`config.mk`:
```
export PLATFORM = sky130hd
export DESIGN_NAME = pipeline_hazard_ctrl
export DESIGN_NICKNAME = d
export VERILOG_FILES = /design/src/rtl/pipeline_hazard_ctrl.sv
export SDC_FILE = /design/constraint.sdc
export NUM_CORES = 1
export LEC_CHECK = 0
export CAP_MARGIN = 0
export CORE_ASPECT_RATIO = 0.7
export CORE_MARGIN = 1
export CORE_UTILIZATION = 28
export DETAILED_ROUTE_END_ITERATION = 8
export PLACE_DENSITY = 0.85
export SLEW_MARGIN = 20
export SYNTH_ARGS = -nofsm -noshare
export SYNTH_HDL_FRONTEND = slang
export SYNTH_SLANG_ARGS = --single-unit
```
`constraint.sdc`:
```
create_clock -name clk -period 1.88 [get_ports clk]
set_input_delay 0.376 -clock clk [delete_from_list [all_inputs] [get_ports clk]]
set_output_delay 0.376 -clock clk [all_outputs]
set_load 0.01 [all_outputs]
```
`src/rtl/pipeline_hazard_ctrl.sv`:
```
// Load-use stall / branch flush control and operand forwarding select; optional perf counters under HAZARD_PERF_CNT_EN.
// Latency: stall, flush and forward selects are combinational; stall extension and counters update one cycle later.
// Backpressure: none accepted; this block generates the pipeline holds itself.
module pipeline_hazard_ctrl #(
    parameter int REG_AW   = 5,
    parameter int LOAD_LAT = 1,
    parameter int PERF_W   = 16
) (
    input  logic              clk,
    input  logic              reset,
    input  logic [REG_AW-1:0] id_rs1,
    input  logic [REG_AW-1:0] id_rs2,
    input  logic              id_use_rs1,
    input  logic              id_use_rs2,
    input  logic              ex_mem_read,
    input  logic [REG_AW-1:0] ex_rd,
    input  logic [REG_AW-1:0] ex_rs1,
    input  logic [REG_AW-1:0] ex_rs2,
    input  logic              ex_branch_taken,
    input  logic [REG_AW-1:0] mem_rd,
    input  logic [REG_AW-1:0] wb_rd,
    input  logic              mem_reg_write,
    input  logic              wb_reg_write,
    output logic              pc_hold,
    output logic              ifid_hold,
    output logic              idex_bubble,
    output logic              ifid_flush,
    output logic [1:0]        fwd_a,
    output logic [1:0]        fwd_b,
    output logic [PERF_W-1:0] perf_stall_cycles,
    output logic [PERF_W-1:0] perf_flushes
);

    localparam int CNT_W = $clog2(LOAD_LAT + 1);
    localparam logic [CNT_W-1:0] CNT_INIT = CNT_W'(LOAD_LAT - 1);
    localparam logic [CNT_W-1:0] CNT_ONE  = CNT_W'(1);

    typedef enum logic {RUN = 1'b0, LSTALL = 1'b1} state_t;

    state_t           state;
    logic [CNT_W-1:0] cnt;
    logic             hazard;
    logic             stall;

    // Register 0 is hard-wired zero, so a load to it never creates a dependency.
    assign hazard = ex_mem_read && (ex_rd != '0) &&
                    ((id_use_rs1 && (id_rs1 == ex_rd)) ||
                     (id_use_rs2 && (id_rs2 == ex_rd)));

    assign stall = !reset && !ex_branch_taken && ((state == LSTALL) || hazard);

    always_ff @(posedge clk) begin
        if (reset) begin
            state <= RUN;
            cnt   <= '0;
        end else if (ex_branch_taken) begin
            state <= RUN;
            cnt   <= '0;
        end else if (state == LSTALL) begin
            if (cnt <= CNT_ONE) begin
                state <= RUN;
                cnt   <= '0;
            end else begin
                cnt <= cnt - CNT_ONE;
            end
        end else if (hazard && (LOAD_LAT > 1)) begin
            state <= LSTALL;
            cnt   <= CNT_INIT;
        end
    end

    always_comb begin
        pc_hold     = stall;
        ifid_hold   = stall;
        idex_bubble = stall || (!reset && ex_branch_taken);
        ifid_flush  = !reset && ex_branch_taken;
    end

    // MEM is the younger producer, so it wins over WB.
    always_comb begin
        fwd_a = 2'b00;
        fwd_b = 2'b00;
        if (!reset) begin
            if (mem_reg_write && (mem_rd != '0) && (mem_rd == ex_rs1))
                fwd_a = 2'b10;
            else if (wb_reg_write && (wb_rd != '0) && (wb_rd == ex_rs1))
                fwd_a = 2'b01;
            if (mem_reg_write && (mem_rd != '0) && (mem_rd == ex_rs2))
                fwd_b = 2'b10;
            else if (wb_reg_write && (wb_rd != '0) && (wb_rd == ex_rs2))
                fwd_b = 2'b01;
        end
    end

`ifdef HAZARD_PERF_CNT_EN
    logic [PERF_W-1:0] stall_q;
    logic [PERF_W-1:0] flush_q;

    // Saturating so a long-running counter reads as "at least" rather than wrapping.
    always_ff @(posedge clk) begin
        if (reset) begin
            stall_q <= '0;
            flush_q <= '0;
        end else begin
            if (pc_hold && (stall_q != '1))
                stall_q <= stall_q + PERF_W'(1);
            if (ifid_flush && (flush_q != '1))
                flush_q <= flush_q + PERF_W'(1);
        end
    end

    assign perf_stall_cycles = reset ? '0 : stall_q;
    assign perf_flushes      = reset ? '0 : flush_q;
`else
    assign perf_stall_cycles = '0;
    assign perf_flushes      = '0;
`endif

endmodule

```
==> results of run 1 <==
==> what timing repair did <==
item,4_1_cts,5_1_grt
cloned,0,0
setup endpoints to repair,8,7
pin swaps,19,20
gates resized for setup,118,54
buffers inserted,3,1
==> cells by family after synthesis <==
family	after synthesis	synth area share
buffers and inverters	33	0.357
XOR/XNOR	30	0.378
AND/OR/NAND/NOR	22	0.209
AO/OA/AOI/OAI	5	0.0504
other	1	0.00540
==> path summary, 6_finish.rpt <==
kind / start / end / slack, ns
setup / recovery: ex_rs1[4] / fwd_a[0] / -0.22
hold / removal: reset / fwd_a[1] / 1.20
==> area by class of cell <==
type                       instances  share of cell area
multi-input combinational         89               0.546
timing repair buffer              72               0.425
tap                               32              0.0291
==> layer usage <==
metal / wire length, um / track usage
met5: 0 / 0
met4: 0 / 0
met3: 150 / 0.00299
met2: 1610 / 0.441
met1: 755 / 0.148
==> worst max-delay path, stage by stage <==
cell and delay, ns:
dlygate4sd2_1 0.25, xor2_1 0.14, or4_4 0.53, nor4_4 0.24
buf_2 0.18
==> cell usage after synthesis (2+ instances only) <==
| master | n | share of area |
|---|---|---|
| buf_4 | 33 | 0.36 |
| nand2_1 | 2 | 0.011 |
| nand3_1 | 2 | 0.014 |
| nor2b_1 | 3 | 0.027 |
| nor3_1 | 3 | 0.022 |
| nor4_1 | 4 | 0.036 |
| nor4_2 | 2 | 0.036 |
| or4_1 | 5 | 0.054 |
| xnor2_1 | 12 | 0.15 |
| xor2_1 | 18 | 0.23 |
==> per-stage QoR <==
stage               instances   util
floorplan                 122      -
global route              193  0.613
detailed placement        190  0.556
global placement          190  0.556
finish                    193  0.613
CTS                       193  0.581
==> power breakdown <==
group | total (uW) | internal, uW | switching (uW)
combinational | 295 | 148 | 147
sequential | 0 | 0 | 0
clock | 0 | 0 | 0
==> results_dict.tcl, run 1 <==
set metrics [dict create \
    outcome "finished, violations left" \
    violations "negative setup slack" \
    critPathKind "input pin to primary output" \
    fin_area_um2 1380 \
    maxCapViolCount 0 \
    holdCritPathClass "input pin to primary output" \
    critPathMaxFanout 2 \
    track_usage 0.177 \
    wl_um 2520 \
    start_util 0.310 \
    rows 14 \
    firstDrtPassIters 2 \
    syn_avg_cell_area_um2 7.63 \
    antenna_found_initial 0 \
    setup.worst_path.start_class "input pin" \
    min_path_cells 4 \
    worstPathRequired_ns 1.50 \
    dieWidth_um 61.5 \
    grt_max_degree 5 \
    rsz0062_at_grt "true" \
    gr-total-overflow 0 \
    yosys_warnings 0 \
    synthCells 91 \
    total_power_uw 295 \
    route.detailed.drc 0 \
    n_clock_buffer 0 \
    post_drt_via_cell_ratio 4.05 \
    drv_slew 0 \
    p_per_area_nw_per_um2 215 \
    hold_viol 0 \
    hpwl_um 1930 \
    finalSetupViolCount 4 \
    seqCellArea_um2 0 \
    period_share 1.12 \
    drive_above_1_share 0.484 \
    vias 781 \
    coreArea_um2 2240 \
    tns_ns -0.620 \
    wl_per_cell_um 13.0 \
    first_iter_violations 10 \
    fillerInstances 218 \
    place_area_um2 1250 \
    layout_commonest_cell "conb_1" \
    grt_pass1_wl_um 3510 \
    p_leak_uw 0.000658 \
    gp_congestion 0.901 \
    nFlopsAndLatches 0 \
    yosysUniqueCellTypes 17 \
    worst_ep_arrival_time_ns 1.72 \
    num_antenna_cells 0 \
    final_cell_mix "conb_1, buf_4, xor2_1" \
    die_area_um2 2690 \
    post-route-min-period_ns 2.10 \
    multi_input_area_um2 751 \
    grt_pass1_vias 828 \
    postLayoutSetupSlackWorst_ns -0.217 \
    nNetsFinal 206 \
    seq_area_frac_synth 0 \
    dp_slack_ns -1.08 \
    area.growth.synth_to_final_pct 98.0 \
    ant_nets 0 \
    synth_area_um2 694 \
    end_kind "primary output" \
    port-buffer-count 50 \
    die_h_um 43.7 \
    holdBufCountCts 0 \
    ios 83 \
    hold_ws_ns 1.20 \
    max_freq_mhz 477 \
    ir_drop_mv 0.103 \
]
Power figures use the tool's default switching activity.
==> inputs of run 2 (changes only) <==
Settings changed: CAP_MARGIN 0 to 20.
==> results of run 2 <==
No change in the layout: final DEF, timing and power equal those of run 1.
==> inputs of run 3 (changes only) <==
Settings changed: CORE_MARGIN 1 to 2, SETUP_SLACK_MARGIN set to 0.4.
==> run 3 against run 2 <==
Hold slack worse by 0.027 ns. Clock-buffer cell count unchanged. Combinational power hardly changed. Worst setup slack improved by 0.032 ns. The flow still finishes with violations (negative setup slack). Final cell count grew 5.2%. Non-clock buffer count rose by 8. Fmax grew 1.6%. Via count increased by 5.1%.
==> results_dict.tcl, run 3 (synthesis results as in run 1) <==
set metrics [dict create \
    outcome "finished, violations left" \
    violations "negative setup slack" \
    post-route-min-period_ns 2.06 \
    fin_util 0.587 \
    track_usage 0.152 \
    period_share 1.10 \
    hpwl_um 1900 \
    whs_endpoint "fwd_a[1]" \
    finalSetupViolCount 6 \
    drv_slew 0 \
    n_clock_buffer 0 \
    firstDrtPassIters 2 \
    p_leak_uw 0.000718 \
    min_path_cells 4 \
    fillerInstances 231 \
    nNetsFinal 214 \
    p_per_area_nw_per_um2 209 \
    layout_commonest_cell "conb_1" \
    die_h_um 45.7 \
    critPathMaxFanout 2 \
    seqCellArea_um2 0 \
    wl_um 2360 \
    critPathKind "input pin to primary output" \
    gp_congestion 0.769 \
    holdBufCountCts 0 \
    vias 821 \
    max_freq_mhz 484 \
    holdCritPathClass "input pin to primary output" \
    worstPathRequired_ns 1.50 \
    rows 15 \
    final_cell_mix "conb_1, buf_4, xor2_1" \
    path_common_cell "buf_6" \
    route.detailed.drc 0 \
    cp.buffers_inverters 4 \
    ir_drop_mv 0.0882 \
    hp-start "reset" \
    nFlopsAndLatches 0 \
    gr-total-overflow 0 \
    total_power_uw 295 \
    end_kind "primary output" \
    worst_ep_arrival_time_ns 1.69 \
    grt_pass1_vias 827 \
    start_util 0.289 \
    grt_pass1_wl_um 3490 \
    critPathSlowestCell "or4_4" \
    num_antenna_cells 0 \
    area.growth.synth_to_final_pct 103 \
    die_area_um2 2900 \
    antenna_found_initial 0 \
    dieWidth_um 63.5 \
    cpPeakStageDelay_ns 0.53 \
    grt_max_degree 5 \
    drive_above_1_share 0.515 \
    ant_nets 0 \
    setup.worst_path.start_class "input pin" \
    hold_viol 0 \
    rsz0062_at_grt "true" \
    crit_chain "buf_6, or4_4, o21ai_4, buf_6, buf_6, nor3_4, nor4_4, buf_2" \
    wl_per_cell_um 11.6 \
    port-buffer-count 50 \
    post_drt_via_cell_ratio 4.04 \
    postLayoutSetupSlackWorst_ns -0.184 \
    coreArea_um2 2400 \
    first_iter_violations 2 \
    ios 83 \
    maxCapViolCount 0 \
    crit_family "simple AND/OR/NAND/NOR gates" \
]
[run 3: changes by cell type in the layout (fill, tap and decap cells not counted), moves of 2 or more]
| cell | change |
|---|---|
| clkdlybuf4s15_1 | -2 |
| nor3_4 | +2 |
| xor2_1 | +3 |
| clkdlybuf4s50_1 | -4 |
| buf_6 | +2 |
| buf_2 | +5 |
| xor2_2 | -3 |
| buf_4 | +6 |
| nor3_2 | -2 |
[run 3: how the worst max path moves through the flow]
stage | start | end | slack (ns) | cells past startpoint
after floorplan | wb_rd[1] | fwd_a[0] | 0.13 | 3
after global placement | wb_rd[2] | fwd_b[0] | -0.89 | 5
after detailed placement | wb_rd[2] | fwd_b[0] | -0.95 | 5
after CTS | mem_rd[4] | fwd_a[0] | -0.34 | 8
after global routing | mem_rd[1] | fwd_a[0] | -0.23 | 8
final | mem_rd[1] | fwd_a[0] | -0.18 | 8
[run 3: power by group]
group | leakage (uW) | internal, uW | switching (uW) | total [uW]
combinational | 0.000718 | 154 | 141 | 295
clock | 0 | 0 | 0 | 0
sequential | 0 | 0 | 0 | 0
[run 3: through the flow]
step / std cells / setup WS (ns) / area [um^2] / hold slack [ns] / setup TNS [ns]
floorplan: 122 / 0.128 / 845 / 0.789 / 0
global placement: 195 / -0.892 / 1310 / 1.80 / -5.51
detailed placement: 195 / -0.946 / 1310 / 1.79 / -5.87
CTS: 202 / -0.341 / 1380 / 1.24 / -0.991
global route: 203 / -0.233 / 1410 / 1.21 / -1.13
finish: 203 / -0.184 / 1410 / 1.17 / -0.727
[run 3: repair_timing]
action	in CTS	in global routing
pin swaps	26	13
endpoints found under the setup margin	8	8
resized for setup	135	38
endpoints found under the hold margin	0	0
cloned	0	0
buffers inserted	7	1
[run 3: routing by layer]
metal	track usage	wire length [um]	vias to the layer above
met1	0.139	748	374
met3	0.0371	225	2
met5	0	0	-
met4	0.0174	26	0
met2	0.352	1360	46
li1	-	-	399
[run 3: area by class of cell]
type	count	area (um^2)	area share
Multi-Input combinational cell	89	734	0.521
Timing Repair Buffer	80	633	0.449
Tap cell	34	42.5	0.0302
[run 3: worst min-delay path, delay by kind of cell]
family	cells	cell delay, ns
simple gates	1	0.04
buf+inv	3	0.38
